<file path="src/rtl/pll_lock_monitor_if.sv">
// Status/control bundle between the PLL lock monitor and its host.
// The PLL side drives lock_raw and clear; the monitor drives the rest.
interface pll_lock_monitor_if #(
  parameter int CNT_W = 8
);
  logic             lock_raw;
  logic             clear;
  logic             locked;
  logic             pll_areset;
  logic             loss_sticky;
  logic [CNT_W-1:0] loss_count;
  logic [CNT_W-1:0] retry_count;

  modport master (
    output lock_raw,
    output clear,
    input  locked,
    input  pll_areset,
    input  loss_sticky,
    input  loss_count,
    input  retry_count
  );

  modport slave (
    input  lock_raw,
    input  clear,
    output locked,
    output pll_areset,
    output loss_sticky,
    output loss_count,
    output retry_count
  );
endinterface

</file>
<file path="src/rtl/pll_lock_monitor.sv">
// Qualifies raw PLL lock on the reference clock: glitch filter,
// stable-lock qualify, loss holdoff, areset retry and event counters.
module pll_lock_monitor #(
  parameter int SYNC_STAGES    = 2,
  parameter int QUAL_CYCLES    = 1024,
  parameter int HOLDOFF_CYCLES = 64,
  parameter int TIMEOUT_CYCLES = 65536,
  parameter int ARESET_CYCLES  = 16,
  parameter int CNT_W          = 8
) (
  input logic               clk,
  input logic               res,
  pll_lock_monitor_if.slave bus
);

  localparam int M1 = (QUAL_CYCLES > HOLDOFF_CYCLES) ?
                      QUAL_CYCLES : HOLDOFF_CYCLES;
  localparam int M2 = (TIMEOUT_CYCLES > ARESET_CYCLES) ?
                      TIMEOUT_CYCLES : ARESET_CYCLES;
  localparam int MX = (M1 > M2) ? M1 : M2;
  localparam int TW = (MX > 1) ? $clog2(MX) : 1;

  localparam logic [TW-1:0] T_QUAL = TW'(QUAL_CYCLES - 1);
  localparam logic [TW-1:0] T_HOLD = TW'(HOLDOFF_CYCLES - 1);
  localparam logic [TW-1:0] T_TO   = TW'(TIMEOUT_CYCLES - 1);
  localparam logic [TW-1:0] T_ARE  = TW'(ARESET_CYCLES - 1);
  localparam logic [CNT_W-1:0] ONE = CNT_W'(1);

  typedef enum logic [2:0] {
    S_WAIT,
    S_QUAL,
    S_LOCKED,
    S_HOLDOFF,
    S_ARESET
  } state_t;

  state_t           state_q, state_d;
  logic [TW-1:0]    timer_q;
  logic             timer_inc;
  logic             loss_ev, retry_ev;
  logic             lock_s;
  logic [SYNC_STAGES-1:0] sync_q;

  logic             locked_q, areset_q, sticky_q;
  logic             locked_d, areset_d, sticky_d;
  logic [CNT_W-1:0] loss_q, retry_q, loss_d, retry_d;

  // lock_raw is asynchronous; only the last stage is ever used
  always_ff @(posedge clk or posedge res) begin
    if (res) sync_q <= '0;
    else     sync_q <= {sync_q[SYNC_STAGES-2:0], bus.lock_raw};
  end

  assign lock_s = sync_q[SYNC_STAGES-1];

  always_ff @(posedge clk or posedge res) begin
    if (res) begin
      state_q <= S_WAIT;
      timer_q <= '0;
    end else begin
      state_q <= state_d;
      if (state_d != state_q) timer_q <= '0;
      else if (timer_inc)     timer_q <= timer_q + 1'b1;
    end
  end

  always_comb begin
    state_d   = state_q;
    timer_inc = 1'b0;
    loss_ev   = 1'b0;
    retry_ev  = 1'b0;
    unique case (state_q)
      S_WAIT: begin
        if (lock_s) state_d = S_QUAL;
        else if (timer_q == T_TO) begin
          state_d  = S_ARESET;
          retry_ev = 1'b1;
        end else timer_inc = 1'b1;
      end
      S_QUAL: begin
        if (!lock_s) state_d = S_WAIT;
        else if (timer_q == T_QUAL) state_d = S_LOCKED;
        else timer_inc = 1'b1;
      end
      S_LOCKED: begin
        if (!lock_s) begin
          state_d = S_HOLDOFF;
          loss_ev = 1'b1;
        end
      end
      S_HOLDOFF: begin
        if (timer_q == T_HOLD) state_d = S_WAIT;
        else timer_inc = 1'b1;
      end
      S_ARESET: begin
        if (timer_q == T_ARE) state_d = S_WAIT;
        else timer_inc = 1'b1;
      end
      default: state_d = S_WAIT;
    endcase
  end

  // A clear on the same edge as an event keeps that one event
  always_comb begin
    locked_d = (state_d == S_LOCKED);
    areset_d = (state_d == S_ARESET);
    sticky_d = sticky_q | loss_ev;
    loss_d   = loss_q;
    retry_d  = retry_q;
    if (loss_ev && !(&loss_q))  loss_d  = loss_q + ONE;
    if (retry_ev && !(&retry_q)) retry_d = retry_q + ONE;
    if (bus.clear) begin
      sticky_d = loss_ev;
      loss_d   = loss_ev ? ONE : '0;
      retry_d  = retry_ev ? ONE : '0;
    end
  end

  always_ff @(posedge clk or posedge res) begin
    if (res) begin
      locked_q <= 1'b0;
      areset_q <= 1'b0;
      sticky_q <= 1'b0;
      loss_q   <= '0;
      retry_q  <= '0;
    end else begin
      locked_q <= locked_d;
      areset_q <= areset_d;
      sticky_q <= sticky_d;
      loss_q   <= loss_d;
      retry_q  <= retry_d;
    end
  end

  assign bus.locked      = locked_q;
  assign bus.pll_areset  = areset_q;
  assign bus.loss_sticky = sticky_q;
  assign bus.loss_count  = loss_q;
  assign bus.retry_count = retry_q;

endmodule

</file>
<file path="src/flat_wrapper.sv">
// flat-port wrapper written by rule: the top's interface ports become plain ports
module pll_lock_monitor_flat 
#(
  parameter int SYNC_STAGES    = 2,
  parameter int QUAL_CYCLES    = 1024,
  parameter int HOLDOFF_CYCLES = 64,
  parameter int TIMEOUT_CYCLES = 65536,
  parameter int ARESET_CYCLES  = 16,
  parameter int CNT_W          = 8
)
  (clk, res, bus_lock_raw, bus_clear, bus_locked, bus_pll_areset, bus_loss_sticky, bus_loss_count, bus_retry_count);
  pll_lock_monitor_if #(.CNT_W(CNT_W)) bus_i ();
  input logic clk;
  input logic res;
  input wire logic [$bits(bus_i.lock_raw)-1:0] bus_lock_raw;
  input wire logic [$bits(bus_i.clear)-1:0] bus_clear;
  output wire logic [$bits(bus_i.locked)-1:0] bus_locked;
  output wire logic [$bits(bus_i.pll_areset)-1:0] bus_pll_areset;
  output wire logic [$bits(bus_i.loss_sticky)-1:0] bus_loss_sticky;
  output wire logic [$bits(bus_i.loss_count)-1:0] bus_loss_count;
  output wire logic [$bits(bus_i.retry_count)-1:0] bus_retry_count;
  assign bus_i.lock_raw = bus_lock_raw;
  assign bus_i.clear = bus_clear;
  assign bus_locked = bus_i.locked;
  assign bus_pll_areset = bus_i.pll_areset;
  assign bus_loss_sticky = bus_i.loss_sticky;
  assign bus_loss_count = bus_i.loss_count;
  assign bus_retry_count = bus_i.retry_count;
  pll_lock_monitor #(.SYNC_STAGES(SYNC_STAGES), .QUAL_CYCLES(QUAL_CYCLES), .HOLDOFF_CYCLES(HOLDOFF_CYCLES), .TIMEOUT_CYCLES(TIMEOUT_CYCLES), .ARESET_CYCLES(ARESET_CYCLES), .CNT_W(CNT_W)) u_core (.clk(clk), .res(res), .bus(bus_i));
endmodule
</file>
<file path="config.mk">
export PLATFORM = sky130hd
export DESIGN_NAME = pll_lock_monitor_flat
export DESIGN_NICKNAME = d
export VERILOG_FILES = /design/src/rtl/pll_lock_monitor_if.sv /design/src/rtl/pll_lock_monitor.sv /design/src/flat_wrapper.sv
export SDC_FILE = /design/constraint.sdc
export NUM_CORES = 1
export LEC_CHECK = 0
export BUFFER_PORTS_ARGS = -buffer_cell sky130_fd_sc_hd__buf_2
export CAP_MARGIN = 40
export CORE_MARGIN = 5
export CORE_UTILIZATION = 30
export DETAILED_ROUTE_END_ITERATION = 6
export PLACE_DENSITY = 0.45
export SLEW_MARGIN = 30
export SYNTH_ARGS = -nofsm -noshare
export SYNTH_HDL_FRONTEND = slang
export SYNTH_SLANG_ARGS = --single-unit
</file>
<file path="constraint.sdc">
create_clock -name clk -period 2.55 [get_ports clk]
set_input_delay 0.765 -clock clk [delete_from_list [all_inputs] [get_ports clk]]
set_output_delay 0.765 -clock clk [all_outputs]
set_load 0.02 [all_outputs]
</file>
==> flow_summary_export.csv, run 1 <==
group,metric,value,unit
yosys,synthSimpleGateAreaFrac,24.9,%
global_route,grt_antenna_before_repair,0,
sta,slew_viol_final,0,
yosys,synthMuxAreaShare,1.83,%
power,power-per-cell-area,497,nW/um2
drt,via_per_inst,4.86,
final_layout,final_nets,267,
final_layout,multi_input_area,1090,um2
clock_tree,cts-root-buf,"clkbuf_8",
setup_path,cp_cell_sequence,"or3b_1 -> a22oi_1 -> a2bb2oi_1 -> o211ai_1 -> or4_1 -> a21oi_1",
clock_tree,cts_setup_buffers,0,
yosys,yosysUniqueCellTypes,50,
yosys,synth_compound_area_share,12.3,%
power,vdd_drop_max,0.000268,V
yosys,postSynthAreaPerCell,9.43,um2
clock_tree,cts_hold_buffers,0,
sta,timing.slew.headroom,63.6,%
sta,min_period,2330,ps
sta,hold_viol,0,
drt,first_pass_iters,4,
setup_path,required,2770,ps
sta,finalSetupViolCount,0,
sta,fmax,429,MHz
final_layout,finish.utilization,35.9,%
yosys,synth_top_family_by_area,"simple AND/OR/NAND/NOR gates",
yosys,syn_nets,239,
final_layout,antennaDiodeCount,0,
power,p_leak,0.00117,uW
clock_tree,cts_tree,"done",
final_layout,final_cell_mix,"dfrtp_1, nor2_1, buf_2, xor2_1, buf_4",
clock_tree,clock_sinks,40,
setup_path,regToRegSetupSlack,220,ps
final_layout,seq_area,1000,um2
floorplan,core,7180,um2
global_route,grt_pass1_wl,8.32,mm
clock_tree,htreeDepth,2,
drt,routed_wl,4.82,mm
drt,drc,0,
power,power,1280,uW
yosys,netlist_top_cells_area,"dfrtp_1, xor2_1, nor2_1, nand4_1, nand3_1",
final_layout,fillers,744,
setup_path,path_delay_family,"simple AND/OR/NAND/NOR gates",
placed_design,dp_hpwl,3.37,mm
clock_tree,clock_path_buffers,2,
clock_tree,cts_resized,0,
clock_tree,clk_pin_slew,80,ps
sta,finalSetupTns,0,ps
floorplan,initial_core_util,30.5,%
drt,ant_nets,0,
final_layout,final_common_cell,"dfrtp_1",
floorplan,die_y,95.4,um
run,maxCapViolations,0,
setup_path,slowest_delay,500,ps
hold_path,hp-class,"reg2reg",
yosys,synth_top_area_cell,"dfrtp_1",
global_route,grt_usage,11.5,%
floorplan,num_rows,31,
drt,vias,1751,
drt,drt_iter0_markers,129,
yosys,ys_seq_elements,40,
clock_tree,worstSkewPairLatency,290,ps
yosys,synth_fa_ha_area_share,1.72,%
sta,tightestPinTransition,547,ps
drt,wl_per_cell,13.4,um
sta,period_share,91.5,%
yosys,yosysSeqAreaShare,45.7,%
floorplan,fp.dieArea,9100,um2
clock_tree,numCtsBuffers,5,
outcome,outcome,"completed",
global_route,grt_max_degree,41,
yosys,async_flop_share,100,%
yosys,synth_edf_count,0,
setup_path,critPathMaxFanout,9,
yosys,synthCells,232,
sta,skew,10.1,ps
floorplan,ios,23,
sta,fin_hold_ws,351,ps
setup_path,worstSetupPathType,"reg2reg",
global_route,grt_overflow,0,
placed_design,port_buffers,22,
setup_path,worstPathArrival,2550,ps
floorplan,die_w,95.4,um
final_layout,syn2layout_area_growth,17.7,%
yosys,synthFlopType,"dfrtp_1",
placed_design,gp_congestion,0.778,
sta,rsz0062_at_grt,"no",
final_layout,drive_above_1_share,20.3,%
yosys,synth_top_area_share,45.7,%
global_route,first_global_vias,1739,
setup_path,worst-path-buf-inv,0,
setup_path,endpoint_kind,"flop",
yosys,synth_area,2190,um2
setup_path,start_kind,"flop",
final_layout,final_cells,360,
placed_design,place_inst,352,
yosys,yosysWarnings,0,
yosys,synth_xor_area_share,9.21,%
setup_path,crit_slowest_cell,"dfrtp_1",
stage by stage:
stage          setup WS [ps]  area (um2)
6_report                 218        2570
5_1_grt                 61.4        2570
4_1_cts                  233        2570
3_5_place_dp             266        2450
3_3_place_gp             271        2450
2_1_floorplan            357        2190
sequential cells by signal, summed over array words and instances (netlist names):
| register | flops |
|---|---|
| u_core.bus.locked | 1 |
| u_core.bus.loss_sticky | 1 |
| u_core.bus.pll_areset | 1 |
| u_core.bus.retry_count | 8 |
| u_core.sync_q | 2 |
| u_core.state_q | 3 |
| u_core.timer_q | 16 |
| u_core.bus.loss_count | 8 |
path summary, 6_finish.rpt:
path	startpoint	to	cells past startpoint
worst min register to register	u_core.sync_q[0]	u_core.sync_q[1]	0
min in group asynchronous	res	u_core.sync_q[0]	3
worst max-delay path	u_core.state_q[2]	u_core.timer_q[15]	6
worst max register to register	u_core.state_q[2]	u_core.timer_q[15]	6
max in group asynchronous	res	u_core.bus.retry_count[5]	3
worst min-delay path	u_core.sync_q[0]	u_core.sync_q[1]	0
power by group:
| part | switching, uW | internal [uW] | total [uW] |
|---|---|---|---|
| combinational | 42.5 | 21.2 | 63.7 |
| sequential | 6.82 | 640 | 647 |
| clock | 224 | 346 | 570 |
cells in the mapped netlist (2+ instances only):
master and n:
buf_2 5, or3_1 3, and3_1 7, nand3b_1 2, dfrtp_1 40, o21ai_1 3
o2111ai_1 4, a21oi_1 8, or2_2 3, nor3_1 4, nand2_1 10, mux2i_1 4
clkbuf_1 5, ha_1 3, nor2_1 37, nand3_1 9, nor4_1 3, o21ai_0 8
inv_1 6, and4_1 2, nand4_1 10, xnor2_1 5, xor2_1 18, o211ai_1 2
o31ai_1 3, nand2b_1 2, or4_1 3
cell families after synthesis:
family          after synthesis
fa+ha+maj                     3
simple gates                103
mux                           4
buf+inv                      20
compound gates               39
flops                        40
xor+xnor                     23
final cells by class:
| class | instances | share of cell area (%) |
|---|---|---|
| clock buffers | 7 | 3.74 |
| clock inverters | 1 | 1.17 |
| inverters | 6 | 0.875 |
| multi-input cells | 172 | 42.5 |
| flip-flops and latches | 40 | 38.9 |
| well taps | 99 | 4.81 |
| repair buffers | 35 | 8.07 |
routing by layer:
| metal | GRT usage (%) | vias to the layer above | wire length, um |
|---|---|---|---|
| met2 | 17.7 | 20 | 2200 |
| li1 | - | 884 | - |
| met4 | 2.84 | 0 | 62 |
| met3 | 2.37 | 5 | 132 |
| met1 | 16.5 | 842 | 2420 |
| met5 | 0 | - | 0 |
No activity file was read; power rests on OpenSTA's default activity.
==> run 2: changes to the inputs <==
CELL_PAD_IN_SITES_DETAIL_PLACEMENT = 0   (was not set)
CELL_PAD_IN_SITES_GLOBAL_PLACEMENT = 1   (was not set)
PLACE_DENSITY = 0.55   (was 0.45)
==> run 2 against run 1 <==
Via count increased by 1.5%. Largest power group unchanged. Non-clock buffer count increased by 4. Flip-flop and latch count unchanged. Largest cell class unchanged. Clock skew decreased by 6.9 ps. Core utilization increased by 0.21 points. First-iteration DRC count decreased by 57%.
==> flow_summary_export.csv, run 2 (same netlist as run 1, synthesis figures left out) <==
group,metric,value,unit
final_layout,final_nets,271,
clock_tree,cts-root-buf,"clkbuf_8",
global_route,grt_antenna_before_repair,0,
floorplan,die_w,95.4,um
placed_design,dp_hpwl,3.51,mm
hold_path,hold_start,"u_core.sync_q[0]",
sta,hold_viol,0,
hold_path,hp-class,"reg2reg",
sta,min_period,2340,ps
global_route,grt_usage,11.8,%
drt,ant_nets,0,
clock_tree,numCtsBuffers,5,
clock_tree,cts_hold_buffers,0,
clock_tree,worstSkewPairLatency,290,ps
drt,vias,1778,
sta,fmax,428,MHz
floorplan,fp.dieArea,9100,um2
final_layout,final_cell_area,2590,um2
final_layout,finish.utilization,36.1,%
final_layout,syn2layout_area_growth,18.4,%
setup_path,slowest_delay,450,ps
clock_tree,cts_tree,"done",
outcome,outcome,"completed",
clock_tree,clock_sinks,40,
clock_tree,cts_setup_buffers,0,
sta,rsz0062_at_grt,"no",
sta,slew_viol_final,0,
power,p_leak,0.00117,uW
final_layout,antennaDiodeCount,0,
sta,finalSetupTns,0,ps
drt,drt_iter0_markers,55,
floorplan,num_rows,31,
placed_design,postPlaceCellArea,2480,um2
power,p_int,954,uW
final_layout,max_flop_register,"u_core.timer_q",
drt,routed_wl,4.87,mm
power,p_clk_share,41.8,%
sta,skew,3.28,ps
sta,tightestPinTransition,529,ps
setup_path,crit_start,"u_core.timer_q[0]",
power,vdd_drop_max,0.000188,V
final_layout,largest_reg_flops,16,
setup_path,worstSetupPathType,"reg2reg",
sta,fin_hold_ws,361,ps
drt,drc,0,
sta,timing.slew.headroom,64.7,%
setup_path,critPathMaxFanout,8,
power,power_frac_seq,52.8,%
run,maxCapViolations,0,
power,comb_power_share,5.4,%
setup_path,endpoint_kind,"flop",
floorplan,initial_core_util,30.5,%
placed_design,gp_congestion,0.768,
clock_tree,clk_pin_slew,80,ps
setup_path,crit_slowest_cell,"a221o_2",
sta,period_share,91.7,%
sta,finalSetupViolCount,0,
power,switching_share,22.2,%
global_route,grt_max_degree,41,
floorplan,core,7180,um2
global_route,first_global_vias,1729,
global_route,grt_pass1_wl,8.52,mm
final_layout,drive_above_1_share,22.3,%
power,power-per-cell-area,474,nW/um2
clock_tree,clock_path_buffers,2,
setup_path,r2r_start,"u_core.timer_q[0]",
drt,first_pass_iters,4,
clock_tree,htreeDepth,2,
floorplan,die_y,95.4,um
global_route,grt_overflow,0,
setup_path,worstPathArrival,2520,ps
floorplan,ios,23,
setup_path,start_kind,"flop",
setup_path,cp_cell_sequence,"ha_1 -> nand3_2 -> or3_1 -> a221o_2 -> buf_4 -> o21ai_0 -> xor2_1 -> nor2_1",
final_layout,final_common_cell,"dfrtp_1",
drt,via_per_inst,4.88,
final_layout,final_cell_mix,"dfrtp_1, nor2_1, buf_2, xor2_1, buf_4",
power,p_switching,272,uW
placed_design,port_buffers,22,
drt,wl_per_cell,13.4,um
setup_path,required,2730,ps
-- run 2: cell types whose count changed in the layout (fill, tap and decap cells not counted), sizes merged --
cell,change
inv,-1
clkinv,+2
clkbuf,-1
buf,+4
-- run 2: cell type report --
type / count / area [um2]
fillers: 743 / 4590
multi-input cells: 172 / 1090
flip-flops and latches: 40 / 1000
repair buffers: 39 / 238
well taps: 99 / 124
clock buffers: 6 / 72.6
clock inverters: 2 / 35.0
inverters: 6 / 22.5
-- run 2: power groups by stage --
stage          clock network [uW]  registers, uW  logic (uW)
3_3_place_gp                    0            660        67.5
2_1_floorplan                   0            657        48.1
5_1_grt                       556            649        77.0
4_1_cts                       537            647        68.1
6_report                      513            647        66.2
3_5_place_dp                    0            660        67.9
-- run 2: path summary, 6_finish.rpt --
check                                      endpoint  slack [ps]  cells after the start
setup / recovery                  u_core.timer_q[6]         210                      8
hold / removal                     u_core.sync_q[1]         360                      0
setup reg to reg                  u_core.timer_q[6]         210                      8
hold reg to reg                    u_core.sync_q[1]         360                      0
max in group asynchronous         u_core.state_q[1]        1580                      3
min in group asynchronous  u_core.bus.loss_count[4]         580                      3
-- run 2: stage by stage --
step | instances | total power [uW] | worst slack [ps]
5_1_grt | 364 | 1280 | 6.24
6_report | 364 | 1230 | 211
3_5_place_dp | 356 | 728 | 208
4_1_cts | 364 | 1250 | 190
2_1_floorplan | 232 | 705 | 357
3_3_place_gp | 356 | 728 | 247
-- run 2: worst max-delay path: cells and delay by family, from the launching register on --
family	cells	cell delay, ps
XOR/XNOR	1	170
AO/OA/AOI/OAI	2	680
adder cells (fa/ha/maj)	1	210
flip-flops	1	380
buffers and inverters	1	180
AND/OR/NAND/NOR	3	610
-- run 2: routing by layer --
layer	track usage [%]	vias up	routed length (um)
met5	0	-	0
met4	3.79	0	74
met3	2.37	5	198
met2	18.4	37	2220
met1	16.5	841	2380
li1	-	895	-
-- run 2: repair_timing --
item	4_1_cts	5_1_grt
gates resized for setup	0	3
hold endpoints to repair	0	0
setup endpoints to repair	0	2
